File: config.mk
export PLATFORM = sky130hd
export DESIGN_NAME = branch_resolve_unit_flat
export DESIGN_NICKNAME = d
export VERILOG_FILES = /design/src/rtl/branch_resolve_unit_if.sv /design/src/rtl/branch_resolve_unit.sv /design/src/flat_wrapper.sv
export SDC_FILE = /design/constraint.sdc
export NUM_CORES = 1
export LEC_CHECK = 0
export CAP_MARGIN = 20
export CORE_UTILIZATION = 39
export CTS_CLUSTER_DIAMETER = 50
export DETAILED_ROUTE_END_ITERATION = 10
export GPL_ROUTABILITY_DRIVEN = 0
export GPL_TIMING_DRIVEN = 0
export PLACE_DENSITY = 0.69
export SLEW_MARGIN = 40
export SYNTH_ARGS = -nofsm -noshare
export SYNTH_HDL_FRONTEND = slang
export SYNTH_SLANG_ARGS = --single-unit
File: constraint.sdc
create_clock -name clk -period 3.1 [get_ports clk]
set_input_delay 0.31 -clock clk [delete_from_list [all_inputs] [get_ports clk]]
set_output_delay 0.31 -clock clk [all_outputs]
set_load 0.1 [all_outputs]
File: src/rtl/branch_resolve_unit_if.sv
// EX-stage branch resolution bus: comparator handshake, redirect request to fetch,
// squash control and branch statistics.
interface branch_resolve_unit_if #(
    parameter int CNT_W = 16
) ();
    logic             ex_valid;
    logic             ex_is_branch;
    logic             ex_is_jal;
    logic             ex_is_jalr;
    logic [2:0]       ex_funct3;
    logic [31:0]      ex_pc;
    logic [31:0]      ex_imm;
    logic [31:0]      ex_rs1;
    logic             BrEq;
    logic             BrLT;
    logic             BrUn;
    logic             redirect_valid;
    logic             redirect_ready;
    logic [31:0]      redirect_pc;
    logic             flush;
    logic             misalign_err;
    logic             illegal_br;
    logic [CNT_W-1:0] branch_cnt;
    logic [CNT_W-1:0] taken_cnt;

    modport slave (
        input  ex_valid, ex_is_branch, ex_is_jal, ex_is_jalr, ex_funct3,
               ex_pc, ex_imm, ex_rs1, BrEq, BrLT, redirect_ready,
        output BrUn, redirect_valid, redirect_pc, flush, misalign_err,
               illegal_br, branch_cnt, taken_cnt
    );

    modport master (
        output ex_valid, ex_is_branch, ex_is_jal, ex_is_jalr, ex_funct3,
               ex_pc, ex_imm, ex_rs1, BrEq, BrLT, redirect_ready,
        input  BrUn, redirect_valid, redirect_pc, flush, misalign_err,
               illegal_br, branch_cnt, taken_cnt
    );
endinterface

File: src/rtl/branch_resolve_unit.sv
// Resolves EX-stage branches/jumps, issues a registered PC redirect to fetch,
// squashes younger instructions and keeps saturating branch statistics.
//
//   state      | meaning
//   S_IDLE     | sampling EX instructions, no redirect outstanding
//   S_REDIRECT | redirect_valid/flush held until fetch accepts
//   S_FLUSH    | flush held for FLUSH_CYCLES cycles after acceptance
module branch_resolve_unit #(
    parameter int FLUSH_CYCLES = 2,
    parameter int CNT_W        = 16
) (
    input  logic                  clk,
    input  logic                  rst_n,
    branch_resolve_unit_if.slave  bus
);
    typedef enum logic [1:0] {
        S_IDLE     = 2'd0,
        S_REDIRECT = 2'd1,
        S_FLUSH    = 2'd2
    } state_t;

    localparam int FC_W = (FLUSH_CYCLES > 1) ? $clog2(FLUSH_CYCLES) : 1;
    localparam logic [FC_W-1:0] FC_LOAD = (FLUSH_CYCLES > 0) ? FC_W'(FLUSH_CYCLES - 1) : '0;

    state_t            r_state;
    state_t            w_state_nxt;
    logic [FC_W-1:0]   r_flush_cnt;
    logic [31:0]       r_redirect_pc;
    logic              r_misalign;
    logic              r_illegal;
    logic [CNT_W-1:0]  r_branch_cnt;
    logic [CNT_W-1:0]  r_taken_cnt;

    logic              w_sel_jalr;
    logic              w_sel_jal;
    logic              w_sel_br;
    logic              w_illegal;
    logic              w_cond;
    logic              w_taken;
    logic [31:0]       w_jalr_sum;
    logic [31:0]       w_target;
    logic              w_sample;
    logic              w_go;
    logic              w_accept;

    // JALR outranks JAL, which outranks a B-type flag
    assign w_sel_jalr = bus.ex_is_jalr;
    assign w_sel_jal  = bus.ex_is_jal & ~bus.ex_is_jalr;
    assign w_sel_br   = bus.ex_is_branch & ~bus.ex_is_jal & ~bus.ex_is_jalr;
    assign w_illegal  = w_sel_br & (bus.ex_funct3[2:1] == 2'b01);

    always_comb begin
        w_cond = 1'b0;
        case (bus.ex_funct3)
            3'b000:         w_cond = bus.BrEq;
            3'b001:         w_cond = ~bus.BrEq;
            3'b100, 3'b110: w_cond = bus.BrLT;
            3'b101, 3'b111: w_cond = ~bus.BrLT;
            default:        w_cond = 1'b0;
        endcase
    end

    assign w_taken    = w_sel_jalr | w_sel_jal | (w_sel_br & w_cond);
    assign w_jalr_sum = bus.ex_rs1 + bus.ex_imm;
    assign w_target   = w_sel_jalr ? {w_jalr_sum[31:1], 1'b0} : (bus.ex_pc + bus.ex_imm);
    assign w_sample   = (r_state == S_IDLE) & bus.ex_valid;
    assign w_go       = w_sample & w_taken & ~w_target[1];
    assign w_accept   = (r_state == S_REDIRECT) & bus.redirect_ready;

    always_comb begin
        w_state_nxt = r_state;
        case (r_state)
            S_IDLE: begin
                if (w_go)
                    w_state_nxt = S_REDIRECT;
            end
            S_REDIRECT: begin
                if (w_accept)
                    w_state_nxt = (FLUSH_CYCLES > 0) ? S_FLUSH : S_IDLE;
            end
            S_FLUSH: begin
                if (r_flush_cnt == '0)
                    w_state_nxt = S_IDLE;
            end
            default: w_state_nxt = S_IDLE;
        endcase
    end

    always_ff @(posedge clk or negedge rst_n) begin
        if (!rst_n) begin
            r_state <= S_IDLE;
        end else begin
            r_state <= w_state_nxt;
        end
    end

    // Loaded with FLUSH_CYCLES-1 so S_FLUSH lasts exactly FLUSH_CYCLES cycles
    always_ff @(posedge clk or negedge rst_n) begin
        if (!rst_n) begin
            r_flush_cnt <= '0;
        end else if (w_accept) begin
            r_flush_cnt <= FC_LOAD;
        end else if ((r_state == S_FLUSH) && (r_flush_cnt != '0)) begin
            r_flush_cnt <= r_flush_cnt - 1'b1;
        end
    end

    always_ff @(posedge clk or negedge rst_n) begin
        if (!rst_n) begin
            r_redirect_pc <= '0;
            r_misalign    <= 1'b0;
            r_illegal     <= 1'b0;
        end else begin
            r_misalign <= w_sample & w_taken & w_target[1];
            r_illegal  <= w_sample & w_illegal;
            if (w_go)
                r_redirect_pc <= w_target;
        end
    end

    always_ff @(posedge clk or negedge rst_n) begin
        if (!rst_n) begin
            r_branch_cnt <= '0;
            r_taken_cnt  <= '0;
        end else if (w_sample & w_sel_br & ~w_illegal) begin
            if (r_branch_cnt != '1)
                r_branch_cnt <= r_branch_cnt + 1'b1;
            if (w_cond && (r_taken_cnt != '1))
                r_taken_cnt <= r_taken_cnt + 1'b1;
        end
    end

    assign bus.BrUn           = (bus.ex_funct3[2:1] == 2'b11);
    assign bus.redirect_valid = (r_state == S_REDIRECT);
    assign bus.flush          = (r_state != S_IDLE);
    assign bus.redirect_pc    = r_redirect_pc;
    assign bus.misalign_err   = r_misalign;
    assign bus.illegal_br     = r_illegal;
    assign bus.branch_cnt     = r_branch_cnt;
    assign bus.taken_cnt      = r_taken_cnt;
endmodule
File: src/flat_wrapper.sv
// flat-port wrapper written by rule: the top's interface ports become plain ports
module branch_resolve_unit_flat 
#(
    parameter int FLUSH_CYCLES = 2,
    parameter int CNT_W        = 16
)
  (clk, rst_n, bus_ex_valid, bus_ex_is_branch, bus_ex_is_jal, bus_ex_is_jalr, bus_ex_funct3, bus_ex_pc, bus_ex_imm, bus_ex_rs1, bus_BrEq, bus_BrLT, bus_redirect_ready, bus_BrUn, bus_redirect_valid, bus_redirect_pc, bus_flush, bus_misalign_err, bus_illegal_br, bus_branch_cnt, bus_taken_cnt);
  branch_resolve_unit_if #(.CNT_W(CNT_W)) bus_i ();
  input  logic clk;
  input  logic rst_n;
  input wire logic [$bits(bus_i.ex_valid)-1:0] bus_ex_valid;
  input wire logic [$bits(bus_i.ex_is_branch)-1:0] bus_ex_is_branch;
  input wire logic [$bits(bus_i.ex_is_jal)-1:0] bus_ex_is_jal;
  input wire logic [$bits(bus_i.ex_is_jalr)-1:0] bus_ex_is_jalr;
  input wire logic [$bits(bus_i.ex_funct3)-1:0] bus_ex_funct3;
  input wire logic [$bits(bus_i.ex_pc)-1:0] bus_ex_pc;
  input wire logic [$bits(bus_i.ex_imm)-1:0] bus_ex_imm;
  input wire logic [$bits(bus_i.ex_rs1)-1:0] bus_ex_rs1;
  input wire logic [$bits(bus_i.BrEq)-1:0] bus_BrEq;
  input wire logic [$bits(bus_i.BrLT)-1:0] bus_BrLT;
  input wire logic [$bits(bus_i.redirect_ready)-1:0] bus_redirect_ready;
  output wire logic [$bits(bus_i.BrUn)-1:0] bus_BrUn;
  output wire logic [$bits(bus_i.redirect_valid)-1:0] bus_redirect_valid;
  output wire logic [$bits(bus_i.redirect_pc)-1:0] bus_redirect_pc;
  output wire logic [$bits(bus_i.flush)-1:0] bus_flush;
  output wire logic [$bits(bus_i.misalign_err)-1:0] bus_misalign_err;
  output wire logic [$bits(bus_i.illegal_br)-1:0] bus_illegal_br;
  output wire logic [$bits(bus_i.branch_cnt)-1:0] bus_branch_cnt;
  output wire logic [$bits(bus_i.taken_cnt)-1:0] bus_taken_cnt;
  assign bus_i.ex_valid = bus_ex_valid;
  assign bus_i.ex_is_branch = bus_ex_is_branch;
  assign bus_i.ex_is_jal = bus_ex_is_jal;
  assign bus_i.ex_is_jalr = bus_ex_is_jalr;
  assign bus_i.ex_funct3 = bus_ex_funct3;
  assign bus_i.ex_pc = bus_ex_pc;
  assign bus_i.ex_imm = bus_ex_imm;
  assign bus_i.ex_rs1 = bus_ex_rs1;
  assign bus_i.BrEq = bus_BrEq;
  assign bus_i.BrLT = bus_BrLT;
  assign bus_i.redirect_ready = bus_redirect_ready;
  assign bus_BrUn = bus_i.BrUn;
  assign bus_redirect_valid = bus_i.redirect_valid;
  assign bus_redirect_pc = bus_i.redirect_pc;
  assign bus_flush = bus_i.flush;
  assign bus_misalign_err = bus_i.misalign_err;
  assign bus_illegal_br = bus_i.illegal_br;
  assign bus_branch_cnt = bus_i.branch_cnt;
  assign bus_taken_cnt = bus_i.taken_cnt;
  branch_resolve_unit #(.FLUSH_CYCLES(FLUSH_CYCLES), .CNT_W(CNT_W)) u_core (.clk(clk), .rst_n(rst_n), .bus(bus_i));
endmodule
==> impl_metrics.toml <==
[status]
status = "finished, final reports clean"

[min_path]
hold_path.class = "input pin to asynchronous set/reset pin"

[setup_path]
r2r_slack_ps = 600
crit_family = "compound AO/OA/AOI/OAI gates"
cp-start-kind = "input pin"
required_ps = 3310
crit_buf_inv = 1
r2r_end = "u_core.bus.branch_cnt[9]"
worstReg2RegStart = "u_core.bus.branch_cnt[6]"
cp_cell_sequence = "clkdlybuf4s50_1 > ha_1 > a21o_4 > a2111oi_4 > a2111oi_4 > or4_4 > a31oi_1 > xor2_1 > nor2_1 > a221o_1"
end_kind = "flop"
cp_data_arrival_time_ps = 3200
crit_fanout = 5
startpoint = "bus_ex_imm[5]"
slowest_delay_ps = 540
worstSetupPathType = "input pin to flop"
cp_num_cells = 10
rr_worst_depth = 8
crit_slowest_cell = "or4_4"
critPathMostFrequentCell = "a2111oi_4"

[die]
rows = 46
io_pins = 177
die_area_um2 = 16900
die_h_um = 130
core-area_um2 = 15900
die_x_um = 130
start_util = 0.402

[power_and_ir_drop]
vdd_drop_max_mv = 0.448
power_density_nw_per_um2 = 691
cellLeakagePower_nw = 3.84

[placement]
portBuffers = 176
dp_worst_setup_slack_ps = -417
placed_area_um2 = 8110
hpwl_um = 15600

[yosys]
ys_seq_area_frac = 0.270
synthCells = 792
yosys-top-cells-area = "dfrtp_1 (27%), ha_1 (12%), xnor2_1 (5.9%)"
synth_top_area_share = 0.270
yosysWarnings = 0
synthesis.area_um2 = 6410
synthArstFlopShare = 1.00
synth-edff-count = 0
syn_avg_cell_area_um2 = 8.09
yosysUniqueCellTypes = 59
ys_ff_latch = 69
synth_top_cell_by_area = "dfrtp_1"
synth_nets = 965
ys.flop_type = "dfrtp_1"

[timing]
hold_violations = 0
slew_viol_final = 0
min_period_ps = 2990
relSlewSlack = 0.597
worstMarginPinSlew_ps = 605
timing.fmax_ghz = 0.335
finalWorstSetupSlack_ps = 112
setup_viol = 0
finClkSkew_ps = 3.83
post-route-period-util = 0.964
timing.hold.ws_ps = 444

[cts]
cts_max_path_buffers = 2
numCtsBuffers = 9
cts.sinks = 69
cts_root_buf = "clkbuf_16"
clk_pin_slew_ps = 60
cts_tree = "built"
clock_latency_ps = 330
htree_levels = 3

[routing]
routedWlPerCell_um = 16.0
first_pass_iters = 6
vias = 6549
via_per_inst = 5.44
route.detailed.drc = 0
antenna_left = 0
drt_wl_total_um = 19300
drt_iter0_drc = 496

[global_route]
gr-total-overflow = 0
grt_max_degree = 37
grt_first_pass_wirelength_um = 30800
antenna_found_initial = 0
grt_pass1_vias = 6217
grtUsageTotal = 0.231

[final_layout]
diodes = 0
area_growth_pct = 33.4
drive_above_1_share = 0.117
fin_nets = 1156
final_area_um2 = 8540

[flow_run]
cap_violations = 0
## per-layer routing
metal  GRT usage  wire length, µm  part of all wire
met1       0.324             9190              0.48
met4      0.0670              314             0.016
met2       0.371             8610              0.45
met5           0                0                 0
met3      0.0254             1170             0.061
## Yosys cell counts (all sizes together) (2+ instances only)
master,number
nand2,87
a21oi,72
o21ai,70
dfrtp,69
nor2,64
ha,63
xnor2,43
nand3,31
xor2,31
nand4,27
clkbuf,26
a21o,22
inv,22
o21a,15
nand2b,12
a31oi,11
and3,9
nor2b,9
o211ai,9
and2,8
a211oi,7
o21bai,7
nor3,6
a22oi,5
and4,5
buf,5
a221o,4
a41oi,4
nand3b,4
a211o,3
a311oi,3
mux2,3
mux2i,3
nor4,3
o31a,3
or3,3
a2111oi,2
a221oi,2
fa,2
nor3b,2
nor4b,2
o221ai,2
o311ai,2
o31ai,2
or4,2
## logic make-up (layout without fill, tap and decap cells)
| kind of cell | count (synthesis) | after routing | synth area share |
|---|---|---|---|
| adders and majority gates | 65 | 65 | 0.129 |
| DFF | 69 | 69 | 0.270 |
| and+or+nand+nor | 274 | 274 | 0.207 |
| buffers and inverters | 53 | 249 | 0.0320 |
| AOI/OAI and AO/OA | 251 | 251 | 0.251 |
| xor gates and xnor gates | 74 | 74 | 0.101 |
| muxes | 6 | 6 | 0.00996 |
## what timing repair did
action | 4_1_cts | 5_1_grt
pin swaps | 0 | 5
hold buffers | 1 | 0
gates resized for setup | 2 | 11
buffers inserted | 0 | 2
hold endpoints to repair | 35 | 0
setup endpoints to repair | 2 | 10
## power by group
group,internal (mW),switching (mW)
clock network,0.732,0.369
logic,0.780,2.70
registers,1.14,0.176
total,2.66,3.24
## layout by cell type, fill, tap and decap left out, types with 11 or more instances in the layout
master,Yosys,layout
xnor2_1,43,43
ha_1,63,62
o21ai_1,15,14
nor2_1,63,62
clkdlybuf4s50_1,0,105
a21oi_1,70,69
buf_2,5,74
xor2_1,31,31
nand4_1,27,27
nand2_1,87,87
a21o_1,22,21
inv_1,22,22
o21a_1,15,15
o21ai_0,55,55
clkbuf_1,26,26
nand2b_1,12,12
dfrtp_1,69,69
a31oi_1,11,11
nand3_1,31,31
## flip-flops by register name (all words and copies together), names as in the netlist
register	count
u_core.bus.branch_cnt	16
u_core.bus.illegal_br	1
u_core.bus.misalign_err	1
u_core.bus.redirect_pc	32
u_core.bus.taken_cnt	16
u_core.r_flush_cnt	1
u_core.r_state	2
## layout make-up
cell class	instances	area, µm²
well taps	216	270
flip-flops and latches	69	1730
clock buffers	14	294
repair buffers	180	1470
plain buffers	31	123
multi-input cells	670	4550
clock inverters	2	37.5
fillers	1551	7400
inverters	22	82.6
## metrics by stage
step,std cells,utilization,TNS [ps],total power [mW]
floorplan,792,-,0,3.99
global placement,1184,0.529,-48710,4.97
detailed placement,1185,0.509,-2710,4.78
CTS,1202,0.531,0,5.90
global route,1204,0.536,-16.8,6.19
finish,1204,0.536,0,5.90
## worst max path at each step
stage                                      end  slack [ps]
detailed placement  u_core.bus.redirect_pc[26]        -420
floorplan             u_core.bus.branch_cnt[9]         190
global placement     u_core.bus.redirect_pc[8]        -680
global route        u_core.bus.redirect_pc[27]         -20
CTS                 u_core.bus.redirect_pc[26]          10
finish              u_core.bus.redirect_pc[27]         110
No activity file was read; power rests on OpenSTA's default activity.
